### src/rtl/cgra_pkg.sv
// Shared PE frame layout, opcodes and sequencer state encoding.
// Optional ACC_CLR preamble is enabled with `define CGRA_SEQ_ACC_CLR_EN.
package cgra_pkg;

    localparam int PE_FRAME_W = 64;

    // Frame field offsets (PE frame format)
    localparam int OPC_LSB   = 0;
    localparam int OPC_W     = 4;
    localparam int SRC_A_LSB = 4;
    localparam int SRC_B_LSB = 8;
    localparam int DST_LSB   = 12;
    localparam int IMM_LSB   = 16;

    localparam logic [OPC_W-1:0] OP_NOP     = 4'd0;
    localparam logic [OPC_W-1:0] OP_ADD     = 4'd1;
    localparam logic [OPC_W-1:0] OP_SUB     = 4'd2;
    localparam logic [OPC_W-1:0] OP_MUL     = 4'd3;
    localparam logic [OPC_W-1:0] OP_MAC     = 4'd4;
    localparam logic [OPC_W-1:0] OP_ACC_CLR = 4'd15;

    typedef enum logic [1:0] {
        IDLE,
        PRE,
        RUN,
        DONE
    } seq_state_t;

endpackage

### src/rtl/cgra_ctx_mem.sv
// Context store: DEPTH x W flop array, one write port, one async read port.
// No reset; contents are defined only by loader writes.
module cgra_ctx_mem #(
    parameter int DEPTH = 16,
    parameter int AW    = 4,
    parameter int W     = 64
) (
    input  logic          clk,
    input  logic          we,
    input  logic [AW-1:0] waddr,
    input  logic [W-1:0]  wdata,
    input  logic [AW-1:0] raddr,
    output logic [W-1:0]  rdata
);

    logic [W-1:0] mem [DEPTH];

    always_ff @(posedge clk) begin
        if (we) begin
            mem[waddr] <= wdata;
        end
    end

    assign rdata = mem[raddr];

endmodule

### src/rtl/cgra_ctx_sequencer.sv
// Per-PE context sequencer: replays contexts 0..ii-1 for iter_count iterations.
// `define CGRA_SEQ_ACC_CLR_EN adds an ACC_CLR preamble frame (PRE state).
module cgra_ctx_sequencer
    import cgra_pkg::*;
#(
    parameter int CTX_DEPTH = 16,
    parameter int CTX_AW    = $clog2(CTX_DEPTH),
    parameter int FRAME_W   = PE_FRAME_W,
    parameter int ITER_W    = 16
) (
    input  logic               clk,
    input  logic               rst_n,
    input  logic               ld_valid,
    output logic               ld_ready,
    input  logic [CTX_AW-1:0]  ld_addr,
    input  logic [FRAME_W-1:0] ld_frame,
    input  logic               start,
    input  logic [CTX_AW:0]    ii,
    input  logic [ITER_W-1:0]  iter_count,
    input  logic               stall,
    output logic [FRAME_W-1:0] config_frame,
    output logic               config_valid,
    output logic [CTX_AW-1:0]  ctx_idx,
    output logic [ITER_W-1:0]  iter_idx,
    output logic               busy,
    output logic               done
);

    localparam logic [CTX_AW:0] DEPTH_V = (CTX_AW+1)'(CTX_DEPTH);

`ifdef CGRA_SEQ_ACC_CLR_EN
    localparam logic [FRAME_W-1:0] PRE_FRAME =
        FRAME_W'(OP_ACC_CLR) << OPC_LSB;
`endif

    seq_state_t state, state_nxt;

    logic [CTX_AW-1:0]  ptr, ptr_cur, ptr_nxt;
    logic [ITER_W-1:0]  itr, itr_cur, itr_nxt;
    logic [CTX_AW:0]    ii_r, ii_clamp, ii_cur;
    logic [ITER_W-1:0]  iter_r;
    logic [CTX_AW-1:0]  rd_addr;
    logic [FRAME_W-1:0] mem_rdata, rd_frame;
    logic               ld_fire, start_acc, zero_len, wrap, all_issued;
    logic               do_issue, do_pre;

    assign ld_ready  = (state == IDLE);
    assign busy      = (state != IDLE);
    assign done      = (state == DONE);
    assign ld_fire   = ld_valid & ld_ready;
    assign start_acc = start & (state == IDLE);
    assign ii_clamp  = (ii > DEPTH_V) ? DEPTH_V : ii;
    assign zero_len  = (ii_clamp == '0) || (iter_count == '0);

    // In IDLE the counters are treated as already cleared for the start edge
    assign ii_cur     = (state == IDLE) ? ii_clamp : ii_r;
    assign ptr_cur    = (state == IDLE) ? '0 : ptr;
    assign itr_cur    = (state == IDLE) ? '0 : itr;
    assign wrap       = ({1'b0, ptr_cur} == (ii_cur - 1'b1));
    assign ptr_nxt    = wrap ? '0 : ptr_cur + 1'b1;
    assign itr_nxt    = wrap ? itr_cur + 1'b1 : itr_cur;
    assign all_issued = (itr == iter_r);

    assign rd_addr = ptr_cur;

    cgra_ctx_mem #(
        .DEPTH (CTX_DEPTH),
        .AW    (CTX_AW),
        .W     (FRAME_W)
    ) u_mem (
        .clk   (clk),
        .we    (ld_fire),
        .waddr (ld_addr),
        .wdata (ld_frame),
        .raddr (rd_addr),
        .rdata (mem_rdata)
    );

    // Same-cycle write to the slot being read is forwarded
    assign rd_frame = (ld_fire && ld_addr == rd_addr) ? ld_frame : mem_rdata;

    always_ff @(posedge clk) begin
        if (!rst_n) begin
            state <= IDLE;
        end else begin
            state <= state_nxt;
        end
    end

    always_comb begin
        state_nxt = state;
        do_issue  = 1'b0;
        do_pre    = 1'b0;
        unique case (state)
            IDLE: begin
                if (start) begin
                    if (zero_len) begin
                        state_nxt = DONE;
                    end else begin
`ifdef CGRA_SEQ_ACC_CLR_EN
                        state_nxt = PRE;
                        do_pre    = 1'b1;
`else
                        state_nxt = RUN;
                        do_issue  = 1'b1;
`endif
                    end
                end
            end
            PRE: begin
                if (!stall) begin
                    state_nxt = RUN;
                    do_issue  = 1'b1;
                end
            end
            RUN: begin
                if (all_issued) begin
                    state_nxt = DONE;
                end else if (!stall) begin
                    do_issue = 1'b1;
                end
            end
            DONE: begin
                state_nxt = IDLE;
            end
            default: begin
                state_nxt = IDLE;
            end
        endcase
    end

    always_ff @(posedge clk) begin
        if (!rst_n) begin
            config_frame <= '0;
            config_valid <= 1'b0;
            ctx_idx      <= '0;
            iter_idx     <= '0;
            ptr          <= '0;
            itr          <= '0;
            ii_r         <= '0;
            iter_r       <= '0;
        end else begin
            config_valid <= do_issue | do_pre;
            if (start_acc) begin
                ii_r   <= ii_clamp;
                iter_r <= iter_count;
                ptr    <= '0;
                itr    <= '0;
            end
`ifdef CGRA_SEQ_ACC_CLR_EN
            if (do_pre) begin
                config_frame <= PRE_FRAME;
                ctx_idx      <= '0;
                iter_idx     <= '0;
            end
`endif
            if (do_issue) begin
                config_frame <= rd_frame;
                ctx_idx      <= ptr_cur;
                iter_idx     <= itr_cur;
                ptr          <= ptr_nxt;
                itr          <= itr_nxt;
            end
        end
    end

endmodule

### config.mk
export PLATFORM = sky130hd
export DESIGN_NAME = cgra_ctx_sequencer
export DESIGN_NICKNAME = d
export VERILOG_FILES = /design/src/rtl/cgra_pkg.sv /design/src/rtl/cgra_ctx_mem.sv /design/src/rtl/cgra_ctx_sequencer.sv
export SDC_FILE = /design/constraint.sdc
export NUM_CORES = 2
export LEC_CHECK = 0
export BUFFER_PORTS_ARGS = -buffer_cell sky130_fd_sc_hd__buf_2
export CORE_MARGIN = 4
export CORE_UTILIZATION = 30
export DETAILED_ROUTE_END_ITERATION = 12
export GPL_TIMING_DRIVEN = 0
export PLACE_DENSITY = 0.48
export SLEW_MARGIN = 20
export SYNTH_ARGS = -nofsm -noshare
export SYNTH_HDL_FRONTEND = slang
export SYNTH_SLANG_ARGS = --single-unit
### constraint.sdc
create_clock -name clk -period 8.5 [get_ports clk]
set_clock_uncertainty 0.05 [all_clocks]
set_input_delay 2.125 -clock clk [delete_from_list [all_inputs] [get_ports clk]]
set_output_delay 2.125 -clock clk [all_outputs]
set_load 0.01 [all_outputs]
==> results.txt <==
simple-gate portion of the synthesized area: 0.106
CP Cell Sequence: or2_1, buf_2, buf_2, clkbuf_1, buf_1, buf_2
Synth Flop Type: edfxtp_1
Distinct cells, synth: 72
total design power: 12.5 mW
Final Setup Violations: 0
most numerous cell on the critical path: buf_2
top cell type's share of synthesized area: 0.669
period utilization: 0.611
routed len/inst: 23.7 microns
synth warn: 0
mux share of post-synthesis cell area: 0.0639
largest net degree at the start of global routing: 51
DRC: 0
die height: 399 microns
die area: 159,000 sq um
Post-DRT Antenna Nets: 0
Crit path required time: 6.33 ns
vias: 27,869
number of flops mapped to enable cells by yosys: 1,024
Slew Limit Fails: 0
root buffer cell: clkbuf_16
vias in the first global route: 27,671
final worst slack: 3.30 ns
Area Growth Syn to Fin: 19.0%
TritonRoute pass-1 iters: 5
Final nets: 3,664
Initial Utilization: 0.302
post-CTS setup buffer count: 0
Final HPWL DP: 93,600 microns
Clock transition at path regs: 0.05 ns
gpl congestion: 0.780
Mapped Area: 45,900 sq um
CTS Buf Count: 132
Post-Syn Instances: 3,186
status: complete, no violations
Bufs on Longest Clock Path: 3
dominant cells by area after synthesis: edfxtp_1 67%, mux4_2 6.3%, dfxtp_1 5.6%
antenna violations before repair: 19
Crit. End Element: output port
Fin. Hold Viols: 0
Util after Layout: 0.359
Pleak: 18.2 nW
unrepaired setup endpoints after global routing: false
Crit Path Class: flop to output port
CTS tree: done
largest area contributor in the netlist: edfxtp_1
CP max stage delay: 0.49 ns
Post-Synth XOR/XNOR Area: 0.00477
pwr/cell area: 228 nW/um^2
Via density: 4.88
sequential share of the synthesized area: 0.725
Synth Area in Compound Gates: 0.0786
CTS H-Tree Depth: 4
Worst Hold Class: flop to flop
GR Overflow Total: 0
CP max FO: 10
Placement Setup Slack: 3.40 ns
die width: 399 microns
max-cap viol count: 0
commonest cells in the netlist: 1,024 x edfxtp_1, 534 x nand2_1, 403 x nor2_1
count leader, synth: edfxtp_1
clk_lat worst skew: 0.75 ns
Setup crit start kind: flop
Adder-Cell Fraction of Synth Area: 0.000817
first-pass GRT wire length: 197,000 microns
asr flop ratio synth: 0
Peak VDD IR: 0.191 mV
Seq cells post-synth: 1,152
worst slew pin tran: 1.20 ns
share of layout cells above drive strength 1: 0.188
average size of a mapped cell: 14.4 sq um
PostCTS Resize Cnt: 0
row count: 143
Slowest-stage cell, CP: buf_1
Tmin final: 5.20 ns
largest family of logic cells by synthesized area: simple AND/OR/NAND/NOR gates
core area: 152,000 sq um
# clock sinks: 1,152
Post-Syn Nets: 3,283
I/O Pins: 182
GR Util All Layers: 0.169
max_slew headroom: 0.202
highest clock rate: 0.192 GHz
Post-Route WL: 136,000 microns
Hold Buf Count CTS: 0
PortBufs: 179
critical path arrival: 3.02 ns
# fillers: 14,722
DRT iter0 DRCs: 2,792
==> stage by stage <==
stage / std cells / hold slack (ns) / area (sq um) / TNS [ns]
after floorplan: 3186 / 0.405 / 45900 / 0
after global placement: 5395 / 0.386 / 49400 / -1105.22
after detailed placement: 5463 / 0.391 / 50600 / 0
after CTS: 5705 / 0.398 / 54600 / 0
after global routing: 5707 / 0.411 / 54600 / 0
final: 5711 / 0.394 / 54700 / 0
==> logic make-up (layout without fill, tap and decap cells) <==
group,after synthesis,count (layout)
other cells,0,6
simple gates,1169,1169
mux,133,133
fa+ha+maj,3,3
compound gates,476,476
flops,1152,1152
buf+inv,228,717
xor+xnor,25,25
==> path summary, 6_finish.rpt <==
check	end	from	slack (ns)	cells past startpoint
max	busy	state[1]$_SDFFE_PN0P_	3.30	6
min	iter_idx[5]$_SDFFE_PN0P_	iter_idx[5]$_SDFFE_PN0P_	0.39	2
max reg2reg	itr[8]$_SDFFE_PN0P_	state[1]$_SDFFE_PN0P_	4.02	15
min reg2reg	iter_idx[5]$_SDFFE_PN0P_	iter_idx[5]$_SDFFE_PN0P_	0.39	2
==> cells in the final DEF, fill, tap and decap left out, types with 59 or more instances in the layout <==
cell type	synthesis	layout
nand3_1	147	147
o211ai_2	59	59
nor2_1	403	391
buf_2	42	222
o21ai_0	128	128
a21boi_1	81	81
o2111ai_1	64	64
nand2_1	534	534
dfxtp_1	128	128
mux4_2	128	128
o211ai_1	68	68
edfxtp_1	1024	1024
clkbuf_16	0	135
clkbuf_1	150	184
==> flip-flops by register name, indices dropped and copies added (netlist names) <==
| register | cells |
|---|---|
| ptr | 4 |
| u_mem.mem | 1024 |
| ctx_idx | 4 |
| ii_r | 5 |
| iter_r | 16 |
| config_valid | 1 |
| config_frame | 64 |
| iter_idx | 16 |
| itr | 16 |
| state | 2 |
==> power by group <==
part | switching [mW] | leakage (nW) | total (mW) | internal, mW
Combinational | 0.532 | 5.93 | 0.803 | 0.271
Clock | 2.29 | 1.98 | 5.38 | 3.09
Sequential | 0.0378 | 10.3 | 6.29 | 6.25
Total | 2.86 | 18.2 | 12.5 | 9.61
==> final cells by class <==
class / count / area (sq um) / area share
Antenna cell: 6 / 15.0 / 0.000275
Buffer: 215 / 931 / 0.0170
Clock buffer: 180 / 3590 / 0.0656
Clock inverter: 62 / 463 / 0.00847
Inverter: 13 / 53.8 / 0.000984
Multi-Input combinational cell: 1806 / 11800 / 0.215
Sequential cell: 1152 / 33300 / 0.610
Tap cell: 2030 / 2540 / 0.0465
Timing Repair Buffer: 247 / 1990 / 0.0364
==> routing by layer <==
| layer | up-vias | track usage | wire (microns) |
|---|---|---|---|
| met5 | - | 0 | 63 |
| met2 | 833 | 0.266 | 63100 |
| met1 | 14093 | 0.238 | 61800 |
| met4 | 10 | 0.0442 | 2660 |
| li1 | 12743 | - | - |
| met3 | 190 | 0.0340 | 8030 |
==> critical path, delay by kind of cell (launching register included) <==
| family | cells | cell delay [ns] |
|---|---|---|
| buffers and inverters | 5 | 1.81 |
| flip-flops | 1 | 0.35 |
| AND/OR/NAND/NOR | 1 | 0.10 |
No activity file was read; power rests on OpenSTA's default activity.
